### src/rtl/seg_scan_pkg.sv
// seg_scan_pkg: shared state encoding, digit-enable patterns and blank glyph for seg_scan_arbiter
package seg_scan_pkg;
    typedef enum logic [1:0] {IDLE = 2'd0, OWN0 = 2'd1, OWN1 = 2'd2} state_t;
    localparam logic [3:0] AN_OFF  = 4'b1111;
    localparam logic [3:0] AN_DIG0 = 4'b0111;
    localparam logic [3:0] AN_DIG1 = 4'b1011;
    localparam logic [3:0] AN_DIG2 = 4'b1101;
    localparam logic [3:0] AN_DIG3 = 4'b1110;
    localparam logic [6:0] SEG_BLANK = 7'b1111111;
    function automatic logic [3:0] an_sel(input logic [1:0] idx);
        return idx == 2'd0 ? AN_DIG0 : idx == 2'd1 ? AN_DIG1 : idx == 2'd2 ? AN_DIG2 : AN_DIG3;
    endfunction
endpackage

### src/rtl/seg_scan_arbiter_hex.sv
// hex_to_seg7: hex nibble to active-low seven-segment glyph, seg[6]=g ... seg[0]=a
module hex_to_seg7 (
    input  logic [3:0] hex_i,
    output logic [6:0] seg_o
);
    always_comb begin
        case (hex_i)
            4'h0: seg_o = 7'b1000000;
            4'h1: seg_o = 7'b1111001;
            4'h2: seg_o = 7'b0100100;
            4'h3: seg_o = 7'b0110000;
            4'h4: seg_o = 7'b0011001;
            4'h5: seg_o = 7'b0010010;
            4'h6: seg_o = 7'b0000010;
            4'h7: seg_o = 7'b1111000;
            4'h8: seg_o = 7'b0000000;
            4'h9: seg_o = 7'b0010000;
            4'hA: seg_o = 7'b0001000;
            4'hB: seg_o = 7'b0000011;
            4'hC: seg_o = 7'b1000110;
            4'hD: seg_o = 7'b0100001;
            4'hE: seg_o = 7'b0000110;
            default: seg_o = 7'b0001110;
        endcase
    end
endmodule

### src/rtl/seg_scan_arbiter.sv
// seg_scan_arbiter: two-requester frame-granular display arbiter with 4-digit scan; SEG_SCAN_LZ_BLANK_EN blanks leading zeros
module seg_scan_arbiter
    import seg_scan_pkg::*;
#(
    parameter int REFRESH_DIV = 100000,
    parameter int HOLD_FRAMES = 8
) (
    input  logic        clk,
    input  logic        rst,
    input  logic [1:0]  req,
    input  logic [15:0] data0,
    input  logic [15:0] data1,
    output logic [1:0]  gnt,
    output logic        frame_tick,
    output logic [3:0]  AN,
    output logic [6:0]  seg
);
    localparam int CW = REFRESH_DIV > 1 ? $clog2(REFRESH_DIV) : 1;
    localparam int HW = $clog2(HOLD_FRAMES + 1);

    logic [CW-1:0] cnt_q, cnt_d;
    logic [1:0]    idx_q, idx_d;
    state_t        state_q, state_d;
    logic [HW-1:0] hold_q, hold_d, hold_inc;
    logic          last_q, last_d;
    logic [15:0]   lat_q, lat_d;
    logic [1:0]    gnt_q, gnt_d;
    logic          slot, bnd, hold_done, lz;
    logic [3:0]    nib;
    logic [6:0]    glyph;

    always_comb begin
        slot = cnt_q == CW'(REFRESH_DIV - 1);
        bnd = slot && idx_q == 2'd3;
        cnt_d = slot ? '0 : cnt_q + 1'b1;
        idx_d = slot ? idx_q + 1'b1 : idx_q;
        hold_inc = hold_q == HW'(HOLD_FRAMES) ? hold_q : hold_q + 1'b1;
        hold_done = hold_inc >= HW'(HOLD_FRAMES);
        state_d = state_q;
        if (bnd) begin
            case (state_q)
                OWN0: state_d = !req[0] ? (req[1] ? OWN1 : IDLE) : (req[1] && hold_done) ? OWN1 : OWN0;
                OWN1: state_d = !req[1] ? (req[0] ? OWN0 : IDLE) : (req[0] && hold_done) ? OWN0 : OWN1;
                default: state_d = req == 2'b11 ? (last_q ? OWN0 : OWN1) : req[0] ? OWN0 : req[1] ? OWN1 : IDLE;
            endcase
        end
        hold_d = !bnd ? hold_q : (state_d != state_q || state_d == IDLE) ? '0 : hold_inc;
        last_d = state_d == OWN1 ? 1'b1 : state_d == OWN0 ? 1'b0 : last_q;
        lat_d = !bnd ? lat_q : state_d == OWN1 ? data1 : state_d == OWN0 ? data0 : lat_q;
        gnt_d = {state_d == OWN1, state_d == OWN0};
    end

    // last_q=1 means requester 1 was granted last, so reset favours requester 0
    always_ff @(posedge clk) begin
        if (rst) begin
            cnt_q <= '0;
            idx_q <= '0;
            state_q <= IDLE;
            hold_q <= '0;
            last_q <= 1'b1;
            lat_q <= '0;
            gnt_q <= '0;
        end else begin
            cnt_q <= cnt_d;
            idx_q <= idx_d;
            state_q <= state_d;
            hold_q <= hold_d;
            last_q <= last_d;
            lat_q <= lat_d;
            gnt_q <= gnt_d;
        end
    end

    hex_to_seg7 u_hex (.hex_i(nib), .seg_o(glyph));

    always_comb begin
        nib = 4'(lat_q >> {~idx_q, 2'b00});
`ifdef SEG_SCAN_LZ_BLANK_EN
        lz = idx_q != 2'd3 && (lat_q >> {~idx_q, 2'b00}) == 16'd0;
`else
        lz = 1'b0;
`endif
        AN = state_q == IDLE ? AN_OFF : an_sel(idx_q);
        seg = (state_q == IDLE || lz) ? SEG_BLANK : glyph;
        frame_tick = bnd && !rst;
        gnt = gnt_q;
    end
endmodule

### config.mk
export PLATFORM = sky130hd
export DESIGN_NAME = seg_scan_arbiter
export DESIGN_NICKNAME = d
export VERILOG_FILES = /design/src/rtl/seg_scan_pkg.sv /design/src/rtl/seg_scan_arbiter_hex.sv /design/src/rtl/seg_scan_arbiter.sv
export SDC_FILE = /design/constraint.sdc
export NUM_CORES = 1
export LEC_CHECK = 0
export CORE_UTILIZATION = 65
export DETAILED_ROUTE_END_ITERATION = 16
export DONT_BUFFER_PORTS = 1
export MAX_ROUTING_LAYER = met4
export PLACE_DENSITY = 0.81
export SLEW_MARGIN = 10
export SYNTH_ARGS = -nofsm -noshare
export SYNTH_HDL_FRONTEND = slang
export SYNTH_SLANG_ARGS = --single-unit
### constraint.sdc
create_clock -name clk -period 9.2 [get_ports clk]
set_input_delay 0.92 -clock clk [delete_from_list [all_inputs] [get_ports clk]]
set_output_delay 0.92 -clock clk [all_outputs]
set_load 0.01 [all_outputs]
==> Yosys cells after proc, flatten, opt, wreduce, memory -nomap -nowiden <==
Memory sizes are Yosys's and may differ from the RTL's.
Cells that the tools add are included.
{ "word_totals": {"elab_cells": 58, "out_inout_bits": 14, "romBits": 112, "regBits": 44, "memories": 1, "input_bits": 36} }
{ "mem_list": {"columns": ["memory", "depth", "width", "read_ports", "rd_ports_with_merged_regs", "write_ports", "line", "source"], "rows": [
  ["(no name shown)", 16, 7, 1, 0, 0, "seg_scan_arbiter_hex.sv:7", "case (hex_i)"]
]} }
{ "op_classes": {"muxes": 20, "n_eq_ne": 11, "bitwise_logic": 1, "magnitude_cmp": 1, "addsub": 3, "n_reduce_logical": 13, "n_shift": 1} }
{ "ops": {"columns": ["operator", "n"], "rows": [
  ["$mux 16", 2],
  ["$mux 2", 10],
  ["$add 17x1->17 const B", 1],
  ["$eq 17x17->1 const B", 1],
  ["$mux 4", 4],
  ["$shr 16x4->4", 1],
  ["$eq 2x2->1 const B", 5],
  ["$mux 7", 1],
  ["$eq 2x1->1 const B", 3],
  ["$logic_not 2->1", 3],
  ["$add 4x1->4 const B", 1],
  ["$eq 4x4->1 const B", 1],
  ["$ge 4x4->1 const B", 1],
  ["$logic_and 1x1->1", 4],
  ["$pmux 2 s2", 1],
  ["$reduce_or 2->1", 2],
  ["$mux 3", 1],
  ["$add 2x1->2 const B", 1],
  ["$ne 2x2->1", 1],
  ["$not 2->2", 1],
  ["$reduce_and 2->1", 1],
  ["$reduce_bool 2->1", 1],
  ["$logic_not 1->1", 1],
  ["$logic_or 1x1->1", 1],
  ["$mux 1", 1]
]} }

==> Longest topological paths before layout <==
Gate-level depths: netlist (run 1).
{ "depth": {"ltp_word": 11, "mapped_depth": 14, "depth_no_buf": 13} }

==> By module <==
Synthesis (run 1) repeated with hierarchy kept, for this count alone.
{ "unflattened": {"cells_unflattened": 314, "area_unflattened_um2": 2927.8} }
{ "by_module_without_submodules": {"columns": ["module", "area_per_inst_um2", "seq_area_each_um2", "cells_per_inst", "n_inst"], "rows": [
  ["seg_scan_arbiter", 2652.5, 880.8, 282, 1],
  ["hex_to_seg7", 275.3, 0.0, 32, 1]
]} }

==> Least setup slack after synthesis (run 1) <==
Ideal clock, no wire load.
{ "synth_timing": {"kind": "reg-to-reg", "startpoint": "register cnt_q[9]", "endpoint": "register lat_q[10]", "path_stages_with_launch": 13, "path_slack_ns": 6.021, "path_buffers": 3, "required_ns": 9.062, "setup_ns": 0.138, "synth_period_minus_slack_ns": 3.179, "t_arrival_ns": 3.041, "path_cell_list": "dfxtp_1 nor4bb_1 nand4_1 nor3_1 and2_1 clkbuf_1 nor2_1 a41oi_1 ha_1 clkbuf_1 clkbuf_1 mux2i_1 a211oi_1"} }
{ "synth_between": {"elab_chain_len": 6, "elab_cells_between_ends": 8, "cone_classes": "3 x eq/ne; 2 x mux; 3 x reduce/logical"} }
{ "synth_rtl": {"columns": ["element", "line", "source"], "rows": [
  ["from (decl)", "seg_scan_arbiter.sv:21", "logic [CW-1:0] cnt_q, cnt_d;"],
  ["from (signal assigned)", "seg_scan_arbiter.sv:64", "cnt_q <= cnt_d;"],
  ["$eq 17x17->1 *", "seg_scan_arbiter.sv:33", "slot = cnt_q == CW'(REFRESH_DIV - 1);"],
  ["$logic_and 1x1->1 *", "seg_scan_arbiter.sv:34", "bnd = slot && idx_q == 2'd3;"],
  ["$mux 2 *", "seg_scan_arbiter.sv:40", "if (bnd) begin"],
  ["$eq 2x2->1 *", null, null],
  ["net gnt_d[1]", "seg_scan_arbiter.sv:27", "logic [1:0] gnt_q, gnt_d;"],
  ["$reduce_bool 2->1 (no line)", null, null],
  ["$reduce_and 2->1 (no line)", null, null],
  ["to (signal assigned)", "seg_scan_arbiter.sv:69", "lat_q <= lat_d;"],
  ["to (decl)", "seg_scan_arbiter.sv:26", "logic [15:0] lat_q, lat_d;"]
]} }
The timed path passes the listed nets; every way through them passes the cells marked *.
A chain may end at the register's enable or synchronous reset.

==> Worst setup path in the final report (run 1) <==
{ "layout_timing": {"startpoint": "register state_q[0]", "endpoint": "register lat_q[3]"} }
{ "layout_between": {"elab_chain_len": 6, "elab_cells_between_ends": 9, "cone_classes": "4 x eq/ne; 3 x mux; 2 x reduce/logical"} }
{ "layout_rtl": {"columns": ["element", "line", "source"], "rows": [
  ["from (decl)", "seg_scan_arbiter.sv:23", "state_t state_q, state_d;"],
  ["from (signal assigned)", "seg_scan_arbiter.sv:66", "state_q <= state_d;"],
  ["$eq 2x2->1 or $eq 2x1->1 (tied branches)", "seg_scan_arbiter.sv:41", "case (state_q)"],
  ["$pmux 2 s2", "seg_scan_arbiter.sv:41", null],
  ["$mux 2 *", "seg_scan_arbiter.sv:40", null],
  ["$eq 2x1->1 or $eq 2x2->1 (tied branches)", "seg_scan_arbiter.sv:49", "lat_d = !bnd ? lat_q : state_d == OWN1 ? data1 : state_d == OWN0 ? data0 : lat_q;"],
  ["$reduce_bool 2->1 (no line)", null, null],
  ["$reduce_and 2->1 (no line)", null, null]
]} }
Every way passes the cells marked *; elsewhere a longest branch is shown, timed or not.

==> results of run 1 <==
-- how the worst min path moves through the flow --
stage	end	from
after floorplan	cnt_q[0]$_SDFF_PP0_	cnt_q[0]$_SDFF_PP0_
after global placement	cnt_q[0]$_SDFF_PP0_	cnt_q[0]$_SDFF_PP0_
after detailed placement	cnt_q[0]$_SDFF_PP0_	cnt_q[0]$_SDFF_PP0_
after CTS	cnt_q[0]$_SDFF_PP0_	cnt_q[0]$_SDFF_PP0_
after global routing	cnt_q[0]$_SDFF_PP0_	cnt_q[0]$_SDFF_PP0_
final	cnt_q[0]$_SDFF_PP0_	cnt_q[0]$_SDFF_PP0_
-- area by class of cell --
| cell class | count | area share (%) |
|---|---|---|
| multi-input cells | 226 | 59.8 |
| flip-flops and latches | 44 | 32.9 |
| clock buffers | 6 | 2.71 |
| well taps | 48 | 2.25 |
| inverters | 15 | 2.10 |
| clock inverters | 1 | 0.187 |
-- power groups by stage --
stage,sequential (mW),combinational [mW],clock [mW]
final,0.192,0.00742,0.113
after global placement,0.197,0.00736,0
after CTS,0.192,0.00760,0.117
after global routing,0.192,0.00847,0.126
after floorplan,0.197,0.00809,0
after detailed placement,0.197,0.00756,0
-- synthesized netlist by cell type, drive strengths merged, types with 3 or more instances --
master and n:
o221ai 3, dfxtp 44, nand3 10, nor3 3, and3 5, buf 4
xnor2 6, nand2 24, a211oi 16, inv 15, and2 3, nor2 53
mux2 3, a21oi 6, o21ai 6, clkbuf 12, nor2b 4, or3 3
mux2i 19, o311ai 3, xor2 10, ha 19, nand4 5, mux4 4
-- worst max-delay path: stages, from the launching register on --
cell and delay, ns:
dfxtp_1 0.43, inv_1 0.13, ha_1 0.42, or3b_4 0.43, o311ai_0 0.11, nor2_1 0.12, and2_1 0.15, mux2i_1 0.30
ha_1 0.30, nor2_2 0.85, nor2_1 0.08, a211oi_1 0.25
-- through the flow --
| step | power [mW] | hold WS (ns) | worst slack (ns) | util, % | instances |
|---|---|---|---|---|---|
| after floorplan | 0.205 | 0.418 | 6.02 | - | 301 |
| after global placement | 0.204 | 0.430 | 5.57 | 69.4 | 333 |
| after detailed placement | 0.204 | 0.446 | 5.53 | 69.4 | 333 |
| after CTS | 0.316 | 0.459 | 5.51 | 71.5 | 340 |
| after global routing | 0.327 | 0.491 | 5.17 | 71.5 | 340 |
| final | 0.312 | 0.453 | 5.53 | 71.5 | 340 |
-- layer usage --
layer	vias up	share of wire [%]	track usage, %
li1	1039	-	-
met1	913	50	29.1
met2	44	46	36.6
met3	5	3.7	5.38
met4	0	1.1	7.34
met5	-	0	-
-- registers in the layout (all words and copies together) (netlist names) --
| signal | flops |
|---|---|
| gnt | 2 |
| hold_q | 4 |
| lat_q | 16 |
| idx_q | 2 |
| state_q | 2 |
| cnt_q | 17 |
| last_q | 1 |
-- logic make-up (layout without fill, tap and decap cells) --
family / Yosys count / count (layout) / share of synthesized area, %
fa+ha+maj: 19 / 19 / 9.15
mux: 26 / 26 / 12.1
xor+xnor: 16 / 16 / 5.39
buf+inv: 31 / 22 / 4.62
simple gates: 122 / 122 / 22.7
flops: 44 / 44 / 33.9
compound gates: 43 / 43 / 12.2
==> flow_results.xml, run 1 <==
<?xml version="1.0" encoding="UTF-8"?>
<metrics>
  <group name="grt">
    <metric name="first_pass_grt_wire_length" unit="mm">7.44</metric>
    <metric name="grt_start_max_net_pins" unit="">33</metric>
    <metric name="grt_antenna_before_repair" unit="">0</metric>
    <metric name="gr-total-overflow" unit="">0</metric>
    <metric name="global_route.usage.total" unit="%">23.1</metric>
    <metric name="number_of_global_route_vias_before_repair" unit="">1724</metric>
  </group>
  <group name="clock_network">
    <metric name="cts_sinks" unit="">44</metric>
    <metric name="cells_resized_by_post_cts_repair" unit="">0</metric>
    <metric name="post-cts-setup-buffer-count" unit="">0</metric>
    <metric name="worst_setup_hold_path_clk_slew" unit="ns">0.08</metric>
    <metric name="htree_num_levels" unit="">2</metric>
    <metric name="cts_tree" unit="">yes</metric>
    <metric name="cts_root_buffer" unit="">clkbuf_8</metric>
    <metric name="clock_insertion_delay_worst_skew" unit="ns">0.29</metric>
    <metric name="cts_buffers" unit="">5</metric>
    <metric name="ctsHoldBuffers" unit="">0</metric>
    <metric name="clock_tree.buffer_depth" unit="">2</metric>
  </group>
  <group name="drt">
    <metric name="detail_route.vias_per_cell" unit="">5.89</metric>
    <metric name="drt_first_pass_iters" unit="">4</metric>
    <metric name="wire_per_inst" unit="um">13.2</metric>
    <metric name="antenna_left" unit="">0</metric>
    <metric name="post-route-drc-count" unit="">0</metric>
    <metric name="num_vias" unit="">2001</metric>
    <metric name="first_iter_violations" unit="">122</metric>
    <metric name="drt-total-wl" unit="mm">4.48</metric>
  </group>
  <group name="worst_setup_path">
    <metric name="depth_of_the_worst_register_to_register_path" unit="">11</metric>
    <metric name="endpoint" unit="">lat_q[3]$_SDFFE_PP0P_</metric>
    <metric name="critical_path.reg2reg.endpoint" unit="">lat_q[3]$_SDFFE_PP0P_</metric>
    <metric name="worst_ep_arrival_time" unit="ns">3.88</metric>
    <metric name="reg2reg_slack" unit="ns">5.53</metric>
    <metric name="critPathLaunch" unit="">state_q[0]$_SDFF_PP0_</metric>
    <metric name="timing.setup.critical_path_class" unit="">register to register</metric>
    <metric name="worst-endpoint-required" unit="ns">9.40</metric>
    <metric name="setup.worst_path.start_class" unit="">register</metric>
    <metric name="critical_path_maximum_fanout" unit="">32</metric>
    <metric name="worstSetupEndpointType" unit="">register</metric>
    <metric name="worstReg2RegStart" unit="">state_q[0]$_SDFF_PP0_</metric>
  </group>
  <group name="power">
    <metric name="p_switching" unit="mW">0.0658</metric>
    <metric name="power.leakage" unit="nW">0.922</metric>
    <metric name="pwr-share-clk" unit="%">36.1</metric>
    <metric name="comb_power_share" unit="%">2.4</metric>
    <metric name="internal_power" unit="mW">0.246</metric>
    <metric name="power-per-cell-area" unit="nW/um2">117</metric>
    <metric name="ir_worst_vdd" unit="uV">120</metric>
    <metric name="netSwitchingFraction" unit="%">21.1</metric>
    <metric name="power.sequential.fraction" unit="%">61.5</metric>
  </group>
  <group name="logic_synthesis">
    <metric name="synth_flop_cell" unit="">dfxtp_1</metric>
    <metric name="edff_count_synth" unit="">0</metric>
    <metric name="synthesis.instances" unit="">301</metric>
    <metric name="yosysTopAreaCellShare" unit="%">33.9</metric>
    <metric name="ys_async_sr_fraction" unit="%">0</metric>
    <metric name="ys_types" unit="">44</metric>
    <metric name="synth.net_count" unit="">356</metric>
    <metric name="post-synth-top-area-cell" unit="">dfxtp_1</metric>
    <metric name="yosys_warn_count" unit="">0</metric>
    <metric name="syn_area_per_cell" unit="um2">8.63</metric>
    <metric name="synthesis.area" unit="um2">2600</metric>
    <metric name="synth_seq_cells" unit="">44</metric>
    <metric name="seq_area_frac_synth" unit="%">33.9</metric>
    <metric name="synthTopCellsByArea" unit="">dfxtp_1, ha_1, nor2_1</metric>
  </group>
  <group name="timing">
    <metric name="timing_worst_slew_pin_value" unit="ns">1.10</metric>
    <metric name="fin_crit" unit="ns">3.67</metric>
    <metric name="worst_slew_margin_rel" unit="%">26.4</metric>
    <metric name="post_route_skew" unit="ns">0.00819</metric>
    <metric name="report.final.slew_viol_count" unit="">0</metric>
    <metric name="finalSetupViolations" unit="">0</metric>
    <metric name="maxClockFrequency" unit="GHz">0.272</metric>
    <metric name="rsz_0062_raised_after_global_routing" unit="">no</metric>
    <metric name="hold_violations" unit="">0</metric>
    <metric name="fin_crit_sh" unit="%">39.9</metric>
    <metric name="totalNegativeSetupSlack" unit="ns">0</metric>
  </group>
  <group name="die">
    <metric name="die_height" unit="um">65.2</metric>
    <metric name="dieArea" unit="um2">4250</metric>
    <metric name="initial_core_util" unit="%">69.4</metric>
    <metric name="count_of_standard_cell_rows" unit="">22</metric>
    <metric name="core_region_area" unit="um2">3740</metric>
    <metric name="design.portCount" unit="">50</metric>
    <metric name="die-width" unit="um">65.2</metric>
  </group>
  <group name="final_layout">
    <metric name="commonest_non_fill_non_tap_cell_in_the_layout" unit="">nor2_1</metric>
    <metric name="fin_area" unit="um2">2680</metric>
    <metric name="insertedDiodeCount" unit="">0</metric>
    <metric name="areaGrowthSynthToFinish" unit="%">2.94</metric>
    <metric name="layout-drive-gt1-share" unit="%">5.82</metric>
    <metric name="most-common-layout-cells" unit="">nor2_1, dfxtp_1, nand2_1, mux2i_1, ha_1</metric>
    <metric name="sequential_cell_area" unit="um2">881</metric>
    <metric name="finish.net_count" unit="">347</metric>
    <metric name="fillerInstances" unit="">331</metric>
    <metric name="multi_input_combinational_cell_area" unit="um2">1600</metric>
  </group>
  <group name="worst_hold_path">
    <metric name="worstHoldPathCells" unit="">1</metric>
    <metric name="hp-class" unit="">register to register</metric>
  </group>
  <group name="placed_design">
    <metric name="detailedPlacementHpwl" unit="mm">3.35</metric>
    <metric name="gp_routability_congestion" unit="">0.843</metric>
    <metric name="placement_cell_area" unit="um2">2600</metric>
    <metric name="place.port_buffers" unit="">0</metric>
  </group>
  <group name="job">
    <metric name="drv.max_cap_violation_count" unit="">0</metric>
  </group>
  <group name="status">
    <metric name="run_status" unit="">completed</metric>
  </group>
</metrics>
Note: power is estimated with default switching activity, not from simulation.
==> run 2, diff against run 1 <==
--- a/config.mk
+++ b/config.mk
@@ -5,11 +5,11 @@
 export SDC_FILE = /design/constraint.sdc
 export NUM_CORES = 1
 export LEC_CHECK = 0
-export CORE_UTILIZATION = 65
+export CORE_UTILIZATION = 63
 export DETAILED_ROUTE_END_ITERATION = 16
 export DONT_BUFFER_PORTS = 1
 export MAX_ROUTING_LAYER = met4
-export PLACE_DENSITY = 0.81
+export PLACE_DENSITY = 0.79
 export SLEW_MARGIN = 10
 export SYNTH_ARGS = -nofsm -noshare
 export SYNTH_HDL_FRONTEND = slang
==> constraint.sdc (replaced) <==
create_clock -name clk -period 3.65 [get_ports clk]
set_input_delay 0.365 -clock clk [delete_from_list [all_inputs] [get_ports clk]]
set_output_delay 0.365 -clock clk [all_outputs]
set_load 0.01 [all_outputs]
==> run 2 against run 1 <==
Cell area rose by 1.1%. Clock power rose to 2.8 times the previous value. Hold slack got worse by 0.32 ns. Die area up 3.1%. Global-route usage down 0.19 points. Combinational power rose to 2.5 times the previous value. Largest cell class unchanged. Flip-flop and latch count did not move. Power increased to 2.6 times the previous value. First-iteration DRC count decreased by 20%.
==> flow_results.xml, run 2 (synthesized netlist as in run 1, its figures left out) <==
<?xml version="1.0" encoding="UTF-8"?>
<metrics>
  <group name="drt">
    <metric name="num_vias" unit="">2012</metric>
    <metric name="detail_route.vias_per_cell" unit="">5.87</metric>
    <metric name="post-route-drc-count" unit="">0</metric>
    <metric name="drt-total-wl" unit="mm">4.62</metric>
    <metric name="drt_first_pass_iters" unit="">4</metric>
    <metric name="first_iter_violations" unit="">98</metric>
    <metric name="antenna_left" unit="">0</metric>
    <metric name="wire_per_inst" unit="um">13.5</metric>
  </group>
  <group name="worst_setup_path">
    <metric name="worstSetupEndpointType" unit="">register</metric>
    <metric name="timing.setup.critical_path_class" unit="">register to register</metric>
    <metric name="worst-endpoint-required" unit="ns">3.89</metric>
    <metric name="critical_path_maximum_fanout" unit="">8</metric>
    <metric name="setup.worst_path.start_class" unit="">register</metric>
    <metric name="worst_ep_arrival_time" unit="ns">3.55</metric>
  </group>
  <group name="clock_network">
    <metric name="clock_insertion_delay_worst_skew" unit="ns">0.30</metric>
    <metric name="cts_sinks" unit="">44</metric>
    <metric name="cts_tree" unit="">yes</metric>
    <metric name="ctsHoldBuffers" unit="">0</metric>
    <metric name="cts_root_buffer" unit="">clkbuf_8</metric>
    <metric name="cells_resized_by_post_cts_repair" unit="">0</metric>
    <metric name="htree_num_levels" unit="">2</metric>
    <metric name="clock_tree.buffer_depth" unit="">2</metric>
    <metric name="cts_buffers" unit="">5</metric>
    <metric name="worst_setup_hold_path_clk_slew" unit="ns">0.08</metric>
  </group>
  <group name="timing">
    <metric name="hold_violations" unit="">0</metric>
    <metric name="fin_crit" unit="ns">3.30</metric>
    <metric name="rsz_0062_raised_after_global_routing" unit="">no</metric>
    <metric name="worst_slew_margin_rel" unit="%">36.5</metric>
    <metric name="timing_worst_slew_pin_value" unit="ns">0.952</metric>
    <metric name="fin_crit_sh" unit="%">90.5</metric>
    <metric name="maxClockFrequency" unit="GHz">0.303</metric>
    <metric name="totalNegativeSetupSlack" unit="ns">0</metric>
    <metric name="post_route_skew" unit="ns">0.00547</metric>
    <metric name="final_critical_path_setup_slack" unit="ns">0.346</metric>
    <metric name="report.final.slew_viol_count" unit="">0</metric>
    <metric name="finalSetupViolations" unit="">0</metric>
  </group>
  <group name="final_layout">
    <metric name="most-common-layout-cells" unit="">nor2_1, dfxtp_1, nand2_1, mux2i_1, ha_1</metric>
    <metric name="insertedDiodeCount" unit="">0</metric>
    <metric name="areaGrowthSynthToFinish" unit="%">4.09</metric>
    <metric name="commonest_non_fill_non_tap_cell_in_the_layout" unit="">nor2_1</metric>
    <metric name="fin_area" unit="um2">2710</metric>
    <metric name="layout-drive-gt1-share" unit="%">7.12</metric>
    <metric name="reg.largest.list" unit="">cnt_q: 17 flops, lat_q: 16 flops, hold_q: 4 flops</metric>
    <metric name="largest_register_ffs" unit="">17</metric>
    <metric name="regMostFlops" unit="">cnt_q</metric>
    <metric name="finish.net_count" unit="">349</metric>
  </group>
  <group name="power">
    <metric name="p_switching" unit="mW">0.182</metric>
    <metric name="pwr-share-clk" unit="%">38.9</metric>
    <metric name="netSwitchingFraction" unit="%">22.1</metric>
    <metric name="power.leakage" unit="nW">0.944</metric>
    <metric name="comb_power_share" unit="%">2.3</metric>
    <metric name="ir_worst_vdd" unit="uV">251</metric>
    <metric name="power.sequential.fraction" unit="%">58.8</metric>
    <metric name="power-per-cell-area" unit="nW/um2">304</metric>
    <metric name="internal_power" unit="mW">0.642</metric>
  </group>
  <group name="die">
    <metric name="design.portCount" unit="">50</metric>
    <metric name="die_height" unit="um">66.2</metric>
    <metric name="core_region_area" unit="um2">3800</metric>
    <metric name="dieArea" unit="um2">4390</metric>
    <metric name="initial_core_util" unit="%">68.4</metric>
    <metric name="count_of_standard_cell_rows" unit="">22</metric>
    <metric name="die-width" unit="um">66.2</metric>
  </group>
  <group name="grt">
    <metric name="number_of_global_route_vias_before_repair" unit="">1702</metric>
    <metric name="grt_antenna_before_repair" unit="">0</metric>
    <metric name="grt_start_max_net_pins" unit="">33</metric>
    <metric name="gr-total-overflow" unit="">0</metric>
    <metric name="global_route.usage.total" unit="%">22.9</metric>
    <metric name="first_pass_grt_wire_length" unit="mm">7.46</metric>
  </group>
  <group name="placed_design">
    <metric name="placement_cell_area" unit="um2">2610</metric>
    <metric name="place.port_buffers" unit="">0</metric>
    <metric name="preCtsSetupSlack" unit="ns">0.310</metric>
    <metric name="detailedPlacementHpwl" unit="mm">3.35</metric>
    <metric name="gp_routability_congestion" unit="">0.952</metric>
  </group>
  <group name="job">
    <metric name="drv.max_cap_violation_count" unit="">0</metric>
  </group>
  <group name="status">
    <metric name="run_status" unit="">completed</metric>
  </group>
  <group name="worst_hold_path">
    <metric name="hp-class" unit="">input port to register</metric>
  </group>
</metrics>
run 2: cell types whose count changed in the layout (fill, tap and decap cells not counted), sizes merged:
cell	before	now
clkinv	1	2
buf	0	2
run 2: cell type report:
cell class                 instances  area [um2]
clock buffer                       6        82.6
multi-input combinational        226        1600
inverter                          15        56.3
clock inverter                     2        10.0
fill                             337        1090
tap                               48        60.1
sequential                        44         881
timing repair buffer               2        15.0
run 2: worst paths after layout:
check                         from                endpoint  depth (start not counted)  slack, ns
min                            rst  lat_q[15]$_SDFFE_PP0P_                          1       0.13
max reg2reg  state_q[0]$_SDFF_PP0_  hold_q[2]$_SDFFE_PP0P_                         13       0.35
max          state_q[0]$_SDFF_PP0_  hold_q[2]$_SDFFE_PP0P_                         13       0.35
min reg2reg    cnt_q[0]$_SDFF_PP0_     cnt_q[0]$_SDFF_PP0_                          1       0.45
run 2: worst max-delay path, cell delays in order (launching register included):
cell	delay, ns
dfxtp_1	0.41
inv_1	0.11
ha_1	0.40
or3b_4	0.29
o311ai_0	0.14
nor2_1	0.18
and2_1	0.15
mux2i_1	0.12
ha_1	0.25
a2111oi_0	0.42
a31oi_1	0.19
nor4_4	0.33
nand4_1	0.15
nand3_1	0.11
run 2: repair_timing:
action                     CTS  global route
setup endpoints to repair    0             1
buffers inserted             0             0
hold endpoints to repair     0             0
run 2: through the flow:
step                      utilization (%)  hold slack (ns)  power, mW  instances
after floorplan                         -            0.418      0.516        301
after global placement               68.8            0.432      0.514        335
after detailed placement             68.8            0.446      0.515        335
after CTS                            71.2            0.121      0.828        343
after global routing                 71.2            0.117      0.854        343
final                                71.2            0.129      0.824        343
run 2: metal layers:
| metal | share of wire (%) | track usage [%] | up-vias |
|---|---|---|---|
| li1 | - | - | 1044 |
| met1 | 50 | 29.8 | 919 |
| met2 | 44 | 35.1 | 43 |
| met3 | 4.3 | 5.52 | 6 |
| met4 | 1.2 | 7.18 | 0 |
| met5 | 0 | - | - |
run 2: power groups by stage:
stage          registers (mW)  clock network [mW]  logic [mW]
3_3_place_gp            0.496                   0      0.0183
2_1_floorplan           0.495                   0      0.0204
3_5_place_dp            0.496                   0      0.0192
5_1_grt                 0.485               0.348      0.0213
4_1_cts                 0.484               0.325      0.0193
6_report                0.484               0.321      0.0187
==> run 3, diff against run 2 <==
--- a/config.mk
+++ b/config.mk
@@ -5,11 +5,11 @@
 export SDC_FILE = /design/constraint.sdc
 export NUM_CORES = 1
 export LEC_CHECK = 0
-export CORE_UTILIZATION = 63
+export ABC_AREA = 1
+export CORE_UTILIZATION = 50
 export DETAILED_ROUTE_END_ITERATION = 16
 export DONT_BUFFER_PORTS = 1
 export MAX_ROUTING_LAYER = met4
-export PLACE_DENSITY = 0.79
 export SLEW_MARGIN = 10
 export SYNTH_ARGS = -nofsm -noshare
 export SYNTH_HDL_FRONTEND = slang
==> run 3 against run 2 <==
Power is 13% higher. Clock skew is 0.0021 ns higher. Flip-flop and latch count stayed put. Global-route usage is 1.9 points lower. Via count is 17% higher. Sequential share of layout area is 1.1 points lower. Die area is 27% higher. Synthesized area is 1.5% higher. Clock power is 34% higher. Routed wire length is 19% higher. Critical path type is now register to output port. Synthesized cell count is 28% higher. Setup slack better by 0.31 ns.
==> flow_results.xml, run 3 <==
<?xml version="1.0" encoding="UTF-8"?>
<metrics>
  <group name="logic_synthesis">
    <metric name="synth_compound_gate_area_share" unit="%">15.6</metric>
    <metric name="synth_simple_gate_area_share" unit="%">31.3</metric>
    <metric name="post_synth_most_frequent_cells" unit="">nand2_1, inv_1, dfxtp_1, nor2_1, o21ai_0</metric>
    <metric name="yosysTopAreaCellShare" unit="%">33.4</metric>
    <metric name="synthesis.instances" unit="">384</metric>
    <metric name="synth_flop_cell" unit="">dfxtp_1</metric>
    <metric name="largest_family_of_logic_cells_by_synthesized_area" unit="">simple AND/OR/NAND/NOR gates</metric>
    <metric name="synthTopCellsByArea" unit="">dfxtp_1, nand2_1, ha_1</metric>
    <metric name="portion_of_netlist_area_occupied_by_mux_cells" unit="%">0</metric>
    <metric name="synth.net_count" unit="">439</metric>
    <metric name="seq_area_frac_synth" unit="%">33.4</metric>
    <metric name="synth_adder_area_share" unit="%">9.01</metric>
    <metric name="yosys_warn_count" unit="">0</metric>
    <metric name="syn_area_per_cell" unit="um2">6.87</metric>
    <metric name="synthesis.area" unit="um2">2640</metric>
    <metric name="post-synth-top-area-cell" unit="">dfxtp_1</metric>
    <metric name="yosys.cell_count.top_type" unit="">nand2_1</metric>
    <metric name="synth-xor-area-share" unit="%">1.33</metric>
    <metric name="ys_types" unit="">31</metric>
    <metric name="edff_count_synth" unit="">0</metric>
    <metric name="synth_seq_cells" unit="">44</metric>
    <metric name="ys_async_sr_fraction" unit="%">0</metric>
  </group>
  <group name="worst_hold_path">
    <metric name="hp-class" unit="">input port to register</metric>
    <metric name="min-delay-start" unit="">rst</metric>
    <metric name="hold-path-endpoint" unit="">hold_q[2]$_SDFFE_PP0P_</metric>
    <metric name="worstHoldPathCells" unit="">1</metric>
  </group>
  <group name="worst_setup_path">
    <metric name="crit_path_max_delay_family" unit="">compound AO/OA/AOI/OAI gates</metric>
    <metric name="setup.worst_path.start_class" unit="">register</metric>
    <metric name="worstReg2RegStart" unit="">cnt_q[0]$_SDFF_PP0_</metric>
    <metric name="slowest_stage" unit="">dfxtp_1</metric>
    <metric name="depth_of_the_worst_register_to_register_path" unit="">12</metric>
    <metric name="worst-endpoint-required" unit="ns">3.28</metric>
    <metric name="worstSetupEndpointType" unit="">output port</metric>
    <metric name="cp_num_buf_inv" unit="">1</metric>
    <metric name="reg2reg_slack" unit="ns">0.84</metric>
    <metric name="cp_cell_sequence" unit="">nand2_1, a32oi_1, inv_1, ha_1, o311ai_0</metric>
    <metric name="critical_path.reg2reg.endpoint" unit="">lat_q[11]$_SDFFE_PP0P_</metric>
    <metric name="critical_path_maximum_fanout" unit="">16</metric>
    <metric name="cpPeakStageDelay" unit="ns">0.61</metric>
    <metric name="timing.setup.critical_path_class" unit="">register to output port</metric>
    <metric name="worst_ep_arrival_time" unit="ns">2.63</metric>
  </group>
  <group name="timing">
    <metric name="post_route_skew" unit="ns">0.00757</metric>
    <metric name="worst_slew_margin_rel" unit="%">55.3</metric>
    <metric name="hold_violations" unit="">0</metric>
    <metric name="finalSetupViolations" unit="">0</metric>
    <metric name="totalNegativeSetupSlack" unit="ns">0</metric>
    <metric name="fin_crit_sh" unit="%">82.1</metric>
    <metric name="maxClockFrequency" unit="GHz">0.334</metric>
    <metric name="report.final.slew_viol_count" unit="">0</metric>
    <metric name="fin_crit" unit="ns">3.00</metric>
    <metric name="timing_worst_slew_pin_value" unit="ns">0.662</metric>
    <metric name="rsz_0062_raised_after_global_routing" unit="">no</metric>
  </group>
  <group name="final_layout">
    <metric name="multi_input_combinational_cell_area" unit="um2">1510</metric>
    <metric name="layout-drive-gt1-share" unit="%">6.84</metric>
    <metric name="regMostFlops" unit="">cnt_q</metric>
    <metric name="sequential_cell_area" unit="um2">881</metric>
    <metric name="insertedDiodeCount" unit="">0</metric>
    <metric name="areaGrowthSynthToFinish" unit="%">6.21</metric>
    <metric name="most-common-layout-cells" unit="">nand2_1, inv_1, dfxtp_1, nor2_1, o21ai_0</metric>
    <metric name="fillerInstances" unit="">517</metric>
    <metric name="finalCoreUtilization" unit="%">54.9</metric>
    <metric name="reg.largest.list" unit="">cnt_q: 17 flops, lat_q: 16 flops, hold_q: 4 flops</metric>
    <metric name="commonest_non_fill_non_tap_cell_in_the_layout" unit="">nand2_1</metric>
    <metric name="finish.net_count" unit="">435</metric>
    <metric name="largest_register_ffs" unit="">17</metric>
  </group>
  <group name="die">
    <metric name="die-width" unit="um">74.6</metric>
    <metric name="die_height" unit="um">74.6</metric>
    <metric name="count_of_standard_cell_rows" unit="">26</metric>
    <metric name="design.portCount" unit="">50</metric>
    <metric name="core_region_area" unit="um2">5110</metric>
    <metric name="initial_core_util" unit="%">51.7</metric>
    <metric name="dieArea" unit="um2">5570</metric>
  </group>
  <group name="clock_network">
    <metric name="ctsHoldBuffers" unit="">0</metric>
    <metric name="cts_buffers" unit="">5</metric>
    <metric name="worst_setup_hold_path_clk_slew" unit="ns">0.08</metric>
    <metric name="clock_tree.buffer_depth" unit="">2</metric>
    <metric name="post-cts-setup-buffer-count" unit="">0</metric>
    <metric name="cells_resized_by_post_cts_repair" unit="">0</metric>
    <metric name="clock_insertion_delay_worst_skew" unit="ns">0.29</metric>
    <metric name="htree_num_levels" unit="">2</metric>
    <metric name="cts_sinks" unit="">44</metric>
    <metric name="cts_root_buffer" unit="">clkbuf_8</metric>
    <metric name="cts_tree" unit="">yes</metric>
  </group>
  <group name="drt">
    <metric name="first_iter_violations" unit="">92</metric>
    <metric name="num_vias" unit="">2354</metric>
    <metric name="antenna_left" unit="">0</metric>
    <metric name="wire_per_inst" unit="um">12.2</metric>
    <metric name="detail_route.vias_per_cell" unit="">5.23</metric>
    <metric name="drt-total-wl" unit="mm">5.50</metric>
    <metric name="drt_first_pass_iters" unit="">5</metric>
    <metric name="post-route-drc-count" unit="">0</metric>
  </group>
  <group name="placed_design">
    <metric name="detailedPlacementHpwl" unit="mm">4.15</metric>
    <metric name="place.port_buffers" unit="">0</metric>
    <metric name="gp_routability_congestion" unit="">0.863</metric>
  </group>
  <group name="grt">
    <metric name="grt_start_max_net_pins" unit="">33</metric>
    <metric name="gr-total-overflow" unit="">0</metric>
    <metric name="first_pass_grt_wire_length" unit="mm">8.78</metric>
    <metric name="number_of_global_route_vias_before_repair" unit="">1946</metric>
    <metric name="global_route.usage.total" unit="%">21.0</metric>
    <metric name="grt_antenna_before_repair" unit="">0</metric>
  </group>
  <group name="power">
    <metric name="ir_worst_vdd" unit="uV">198</metric>
    <metric name="internal_power" unit="mW">0.758</metric>
    <metric name="netSwitchingFraction" unit="%">18.7</metric>
    <metric name="p_switching" unit="mW">0.175</metric>
    <metric name="fin_total_pwr" unit="mW">0.933</metric>
    <metric name="comb_power_share" unit="%">2.0</metric>
    <metric name="power-per-cell-area" unit="nW/um2">333</metric>
    <metric name="power.sequential.fraction" unit="%">51.9</metric>
    <metric name="pwr-share-clk" unit="%">46.1</metric>
    <metric name="power.leakage" unit="nW">1.06</metric>
  </group>
  <group name="job">
    <metric name="drv.max_cap_violation_count" unit="">0</metric>
  </group>
  <group name="status">
    <metric name="run_status" unit="">completed</metric>
  </group>
</metrics>
-- run 3: changes by cell type in the layout (fill, tap and decap cells not counted), moves of 14 or more --
cell / delta
inv_1: +30
nand3_1: +14
a31oi_1: +17
nor2_1: -14
mux2i_1: -19
a211oi_1: -14
o21ai_0: +25
nand2_1: +63
-- run 3: cell families after synthesis --
family                     count (synthesis)
adders and majority gates                 19
AOI/OAI and AO/OA                         73
DFF                                       44
and+or+nand+nor                          182
xor gates and xnor gates                   4
buffers and inverters                     62
-- run 3: final cells by class --
cell class,count,area share [%]
inverter,50,6.70
timing repair buffer,1,0.268
sequential,44,31.4
clock inverter,2,2.14
clock buffer,5,2.46
tap,70,3.12
multi-input combinational,278,53.9
-- run 3: power groups by stage --
stage          Sequential [mW]  Clock, mW  Combinational [mW]
6_report                 0.484      0.430              0.0187
5_1_grt                  0.484      0.458              0.0221
3_5_place_dp             0.495          0              0.0189
3_3_place_gp             0.495          0              0.0187
4_1_cts                  0.484      0.441              0.0189
2_1_floorplan            0.495          0              0.0172
-- run 3: how the worst max path moves through the flow --
stage | startpoint | end | cells past startpoint
floorplan | cnt_q[0]$_SDFF_PP0_ | lat_q[10]$_SDFFE_PP0P_ | 14
global placement | idx_q[0]$_SDFFE_PP0P_ | lat_q[9]$_SDFFE_PP0P_ | 10
detailed placement | cnt_q[0]$_SDFF_PP0_ | lat_q[8]$_SDFFE_PP0P_ | 12
CTS | idx_q[0]$_SDFFE_PP0P_ | seg[2] | 5
global route | idx_q[0]$_SDFFE_PP0P_ | seg[2] | 5
finish | idx_q[0]$_SDFFE_PP0P_ | seg[2] | 5
-- run 3: worst reg2reg max path, cell delays in order (launching register included) --
cell     delay, ns
dfxtp_1       0.36
ha_1          0.19
nand3_1       0.16
nor3_2        0.24
nand3_2       0.21
nor2_2        0.16
nand2_1       0.08
nand2_2       0.09
inv_1         0.08
ha_1          0.33
nor2_4        0.49
o21ai_0       0.19
a31oi_1       0.17
-- run 3: metrics by stage --
stage / hold WS, ns / cell area, um2 / setup WS, ns / std cells
after floorplan: 0.418 / 2640 / 1.26 / 384
after global placement: 0.432 / 2670 / 0.893 / 443
after detailed placement: 0.436 / 2670 / 0.831 / 443
after CTS: 0.128 / 2800 / 0.631 / 450
after global routing: 0.120 / 2800 / 0.363 / 450
final: 0.134 / 2800 / 0.655 / 450
-- run 3: routing by layer --
layer	part of all wire [%]	vias to the layer above	track usage [%]
met3	4.0	6	3.75
met4	1.0	0	5.66
met2	44	58	31.1
met1	51	1037	29.3
met5	0	-	-
li1	-	1253	-
